## src/rtl/cmd_arbiter.sv

```systemverilog
// Arbitrates the single cmd_proc channel between the UART host (port A, FIFO-buffered)
// and the tour sequencer (port B, priority). Every output is driven from a flop.
module cmd_arbiter #(
    parameter int FIFO_DEPTH = 4,
    parameter int CMD_W      = 16
) (
    input  logic                          clk,
    input  logic                          rst_n,
    input  logic [CMD_W-1:0]              cmd_a,
    input  logic                          cmd_rdy_a,
    output logic                          clr_a,
    input  logic [CMD_W-1:0]              cmd_b,
    input  logic                          cmd_rdy_b,
    output logic                          clr_b,
    input  logic                          tour_active,
    output logic [CMD_W-1:0]              cmd,
    output logic                          cmd_rdy,
    input  logic                          clr_cmd_rdy,
    input  logic                          send_resp,
    output logic                          resp_vld_a,
    output logic                          resp_vld_b,
    output logic                          owner,
    output logic                          busy,
    output logic [$clog2(FIFO_DEPTH):0]   fifo_cnt
);

    localparam int PW = $clog2(FIFO_DEPTH);
    localparam int CW = PW + 1;

    localparam logic [1:0] IDLE  = 2'd0;
    localparam logic [1:0] ISSUE = 2'd1;
    localparam logic [1:0] WAIT  = 2'd2;

    logic [1:0]       state_q,   state_d;
    logic [CMD_W-1:0] cmd_q,     cmd_d;
    logic             owner_q,   owner_d;
    logic             cmd_rdy_q, cmd_rdy_d;
    logic             busy_q,    busy_d;
    logic             clr_a_q,   clr_a_d;
    logic             clr_b_q,   clr_b_d;
    logic             resp_a_q,  resp_a_d;
    logic             resp_b_q,  resp_b_d;
    logic [PW-1:0]    wr_ptr_q,  wr_ptr_d;
    logic [PW-1:0]    rd_ptr_q,  rd_ptr_d;
    logic [CW-1:0]    cnt_q,     cnt_d;
    logic [CMD_W-1:0] mem_q [FIFO_DEPTH];

    logic push;
    logic pop;
    logic fifo_full;

    assign fifo_full = (cnt_q == CW'(FIFO_DEPTH));

    always_comb begin
        state_d   = state_q;
        cmd_d     = cmd_q;
        owner_d   = owner_q;
        clr_b_d   = 1'b0;
        resp_a_d  = 1'b0;
        resp_b_d  = 1'b0;
        pop       = 1'b0;
        // clr_a_q guard keeps a still-held cmd_rdy_a from being pushed twice
        push      = cmd_rdy_a && !fifo_full && !clr_a_q;
        clr_a_d   = push;

        case (state_q)
            IDLE: begin
                if (cmd_rdy_b && !clr_b_q) begin
                    cmd_d   = cmd_b;
                    owner_d = 1'b1;
                    state_d = ISSUE;
                end else if (cnt_q != '0 && !tour_active) begin
                    pop     = 1'b1;
                    cmd_d   = mem_q[rd_ptr_q];
                    owner_d = 1'b0;
                    state_d = ISSUE;
                end
            end
            ISSUE: begin
                if (clr_cmd_rdy) begin
                    clr_b_d = owner_q;
                    if (send_resp) begin
                        resp_a_d = !owner_q;
                        resp_b_d = owner_q;
                        state_d  = IDLE;
                    end else begin
                        state_d  = WAIT;
                    end
                end
            end
            WAIT: begin
                if (send_resp) begin
                    resp_a_d = !owner_q;
                    resp_b_d = owner_q;
                    state_d  = IDLE;
                end
            end
            default: state_d = IDLE;
        endcase

        cmd_rdy_d = (state_d == ISSUE);
        busy_d    = (state_d != IDLE);
        wr_ptr_d  = push ? wr_ptr_q + PW'(1) : wr_ptr_q;
        rd_ptr_d  = pop  ? rd_ptr_q + PW'(1) : rd_ptr_q;
        cnt_d     = cnt_q + CW'(push) - CW'(pop);
    end

    always_ff @(posedge clk or negedge rst_n) begin
        if (!rst_n) begin
            state_q   <= IDLE;
            cmd_q     <= '0;
            owner_q   <= 1'b0;
            cmd_rdy_q <= 1'b0;
            busy_q    <= 1'b0;
            clr_a_q   <= 1'b0;
            clr_b_q   <= 1'b0;
            resp_a_q  <= 1'b0;
            resp_b_q  <= 1'b0;
            wr_ptr_q  <= '0;
            rd_ptr_q  <= '0;
            cnt_q     <= '0;
        end else begin
            state_q   <= state_d;
            cmd_q     <= cmd_d;
            owner_q   <= owner_d;
            cmd_rdy_q <= cmd_rdy_d;
            busy_q    <= busy_d;
            clr_a_q   <= clr_a_d;
            clr_b_q   <= clr_b_d;
            resp_a_q  <= resp_a_d;
            resp_b_q  <= resp_b_d;
            wr_ptr_q  <= wr_ptr_d;
            rd_ptr_q  <= rd_ptr_d;
            cnt_q     <= cnt_d;
        end
    end

    // Storage needs no reset: entries are only read once counted in cnt_q
    always_ff @(posedge clk) begin
        if (push) mem_q[wr_ptr_q] <= cmd_a;
    end

    assign clr_a      = clr_a_q;
    assign clr_b      = clr_b_q;
    assign cmd        = cmd_q;
    assign cmd_rdy    = cmd_rdy_q;
    assign resp_vld_a = resp_a_q;
    assign resp_vld_b = resp_b_q;
    assign owner      = owner_q;
    assign busy       = busy_q;
    assign fifo_cnt   = cnt_q;

endmodule
```

## config.mk

```make
export PLATFORM = sky130hd
export DESIGN_NAME = cmd_arbiter
export DESIGN_NICKNAME = d
export VERILOG_FILES = /design/src/rtl/cmd_arbiter.sv
export SDC_FILE = /design/constraint.sdc
export NUM_CORES = 1
export LEC_CHECK = 0
export ABC_AREA = 0
export BUFFER_PORTS_ARGS = -buffer_cell sky130_fd_sc_hd__buf_2
export CORE_MARGIN = 5
export CORE_UTILIZATION = 28
export CTS_CLUSTER_DIAMETER = 60
export CTS_CLUSTER_SIZE = 25
export DETAILED_ROUTE_END_ITERATION = 10
export SLEW_MARGIN = 25
export SYNTH_ARGS = -nofsm -noshare
export SYNTH_HDL_FRONTEND = slang
export SYNTH_SLANG_ARGS = --single-unit
```

## constraint.sdc

```tcl
create_clock -name clk -period 2.7 [get_ports clk]
set_clock_uncertainty 0.15 [all_clocks]
set_input_delay 0.135 -clock clk [delete_from_list [all_inputs] [get_ports clk]]
set_output_delay 0.135 -clock clk [all_outputs]
set_load 0.02 [all_outputs]
```

==> results.cfg <==
[floorplan]
placementRows = 43
design.die.area_mm2 = 0.0166
fp.coreArea_mm2 = 0.0139
die_height_um = 129
boundaryPins = 65
initial_core_util_pct = 28.5
die_width_um = 129

[drt]
route.final.wire_length_um = 8040
vias_per_cell = 4.26
routedWlPerCell_um = 15.2
drt_drc_violations_left = 0
dr_total_vias = 2257
dr.pass1.iters = 4
first_iter_violations = 110
antenna_left = 0

[worst_setup_path]
r2r_start = fifo_cnt[1]
worst_r2r_end = fifo_cnt[2]
cp-end-kind = flop
worst_reg2reg_path_depth = 9
timing.critical_path.slowest_cell_delay_ns = 0.46
cp_slowest_cell = dfrtp_1
cp_bufs_invs = 2
path_class = reg2reg
timing.critical_path.depth = 9
rrSetupSlack_ns = 0.26
worst-endpoint-arrival_ns = 2.55
worstPathRequired_ns = 2.81
critical_path.max_fanout = 6
startpoint_type = flop
cpLargestDelayFamily = adder cells
path_cells = nor3_1, nor4b_2, ha_1, inv_1, ha_1, inv_1, fa_1, xnor2_1, xnor2_1

[yosys]
total_nets_after_synthesis = 281
postSynthCellCount = 231
yosysWarningCount = 0
synth-seq-cells = 96
syn_avg_cell_area_um2 = 17.1
syn-cell-area_mm2 = 0.00395
synth.distinct_cells = 34
sequential_share_of_the_synthesized_area_pct = 68.9

[final_layout]
layout.area.seq_mm2 = 0.00272
drive_gt1_share_pct = 29.5
number_of_inserted_filler_cells_in_the_final_layout = 1332
layout.nets = 394
layout.cells.non_filler = 530
multi_input_area_mm2 = 0.00111
layout_common_cells = buf_2 (64), edfxtp_1 (64), dlygate4sd3_1 (36)
fin_util_pct = 37.2
area_growth_syn_to_layout_pct = 30.5

[sta]
setup-violations-final = 0
layout_setup_ws_ns = 0.258
grt_setup_unrepaired = false
final_period_util_pct = 90.4
worst-slew-pin-transition_ns = 0.776
hold_worst_slack_ns = 0.0341
min_period_ns = 2.44
slew_violations = 0
timing.final.hold_violations = 0
setup_total_negative_slack_ns = 0
worst_relative_slew_slack_pct = 48.3
fmax_ghz = 0.410

[clocking]
clock_path_buffers = 2
cts.sink_count = 96
clk_root_buffer_cell = clkbuf_16
tritoncts.num_buffers = 9
cts_tree = done
clk_pin_slew_ns = 0.07
insertion_delay_ns = 0.34
cts.htree.levels = 3

[power_and_ir_drop]
power_density_mw_per_mm2 = 1010
power.ir.vdd_worst_mv = 0.288
static-leakage-power_nw = 2.11

[placement]
globalplace.congestion = 0.717
pre_cts_slack_ns = 0.266
io_buffers = 64
hpwl_um = 5450
place_inst = 477

[global_routing]
grt_pass1_vias = 2454
antenna_found_initial = 1
grt_first_pass_wirelength_um = 12900
largest_net_degree_at_the_start_of_global_routing = 33
grt_overflow = 0
grt_use_total_pct = 10.3

[worst_hold_path]
hold_start = tour_active
worst_hold_path.endpoint = owner
hold_path_depth = 4
hold_class = in2reg

[run_status]
outcome = finished clean

[job]
max-cap-violations = 0
[cell usage after synthesis]
cell type	instances	area share, %
edfxtp_1	64	49
inv_1	11	1.0
and2b_1	2	0.38
nor4b_2	1	0.38
mux2i_1	16	4.1
and2_1	4	0.63
mux4_1	6	4.0
nor3b_1	1	0.19
a21oi_2	1	0.22
buf_12	1	0.51
nand2_1	20	1.9
a211o_1	1	0.22
a21oi_1	1	0.13
nor2_1	3	0.28
xor2_1	1	0.22
a221oi_1	1	0.22
a32o_1	1	0.25
nor3_1	3	0.38
xnor2_1	4	0.89
buf_4	3	0.57
mux4_2	10	5.7
o21ba_2	1	0.25
buf_6	1	0.28
nand2b_1	2	0.32
and3_1	2	0.32
o31ai_4	1	0.54
fa_1	1	0.51
o21a_1	1	0.19
o21ai_1	18	2.3
a22o_1	2	0.44
a31oi_1	1	0.16
buf_2	4	0.51
ha_1	10	3.2
dfrtp_1	32	20
[metrics by stage]
stage	area [um2]	power, mW
2_1_floorplan	3950	3.50
3_3_place_gp	4520	4.02
3_5_place_dp	4520	4.07
4_1_cts	5160	5.29
5_1_grt	5160	5.55
6_report	5160	5.20
[how the worst max path moves through the flow]
| stage | start | endpoint | slack (ns) |
|---|---|---|---|
| floorplan | state_q[1] | fifo_cnt[2] | 0.20 |
| global placement | fifo_cnt[1] | fifo_cnt[2] | 0.36 |
| detailed placement | state_q[1] | fifo_cnt[2] | 0.27 |
| CTS | fifo_cnt[1] | fifo_cnt[2] | 0.25 |
| global route | fifo_cnt[1] | fifo_cnt[2] | 0.12 |
| finish | fifo_cnt[1] | fifo_cnt[2] | 0.26 |
[layout make-up]
| cell class | instances | area share, % |
|---|---|---|
| diodes | 1 | 0.0485 |
| flip-flops and latches | 96 | 52.8 |
| clock buffers | 12 | 4.78 |
| clock inverters | 4 | 0.582 |
| repair buffers | 111 | 15.0 |
| well taps | 180 | 4.37 |
| multi-input cells | 115 | 21.6 |
| inverters | 11 | 0.800 |
[metal layers]
layer	vias to the layer above	GRT usage [%]	routed length [um]
li1	1097	-	-
met1	1103	12.5	3480
met2	44	17.3	4040
met3	13	3.03	398
met4	0	4.01	131
met5	-	0	0
[worst register-to-register path: stages (launching register included)]
cell     delay, ns
dfrtp_1       0.46
nor3_1        0.41
nor4b_2       0.12
ha_1          0.28
inv_1         0.05
ha_1          0.13
inv_1         0.05
fa_1          0.37
xnor2_1       0.19
xnor2_1       0.14
[sequential cells by signal, indices dropped and copies added, names as in the netlist, 2 cells and up]
| signal | count |
|---|---|
| wr_ptr_q | 2 |
| rd_ptr_q | 2 |
| cmd | 16 |
| state_q | 2 |
| mem_q | 64 |
| fifo_cnt | 3 |
[repair_timing]
item | 4_1_cts | 5_1_grt
hold endpoints to repair | 115 | 0
setup buffers | 0 | 0
gates resized for setup | 0 | 0
hold buffers | 36 | 0
[kinds of logic after synthesis]
logic type                 Yosys count  share of synthesized area [%]
xor gates and xnor gates             5                           1.11
adders and majority gates           11                           3.67
buffers and inverters               20                           2.91
DFF                                 96                           68.9
and+or+nand+nor                     38                           4.78
AOI/OAI and AO/OA                   29                           4.91
muxes                               32                           13.7
[power by group]
group	internal, mW	leakage [nW]	switching [mW]	total, mW
combinational	0.816	0.999	1.08	1.89
clock	0.653	0.133	0.513	1.17
sequential	1.97	0.977	0.170	2.14
Note: power is estimated with default switching activity, not from simulation.
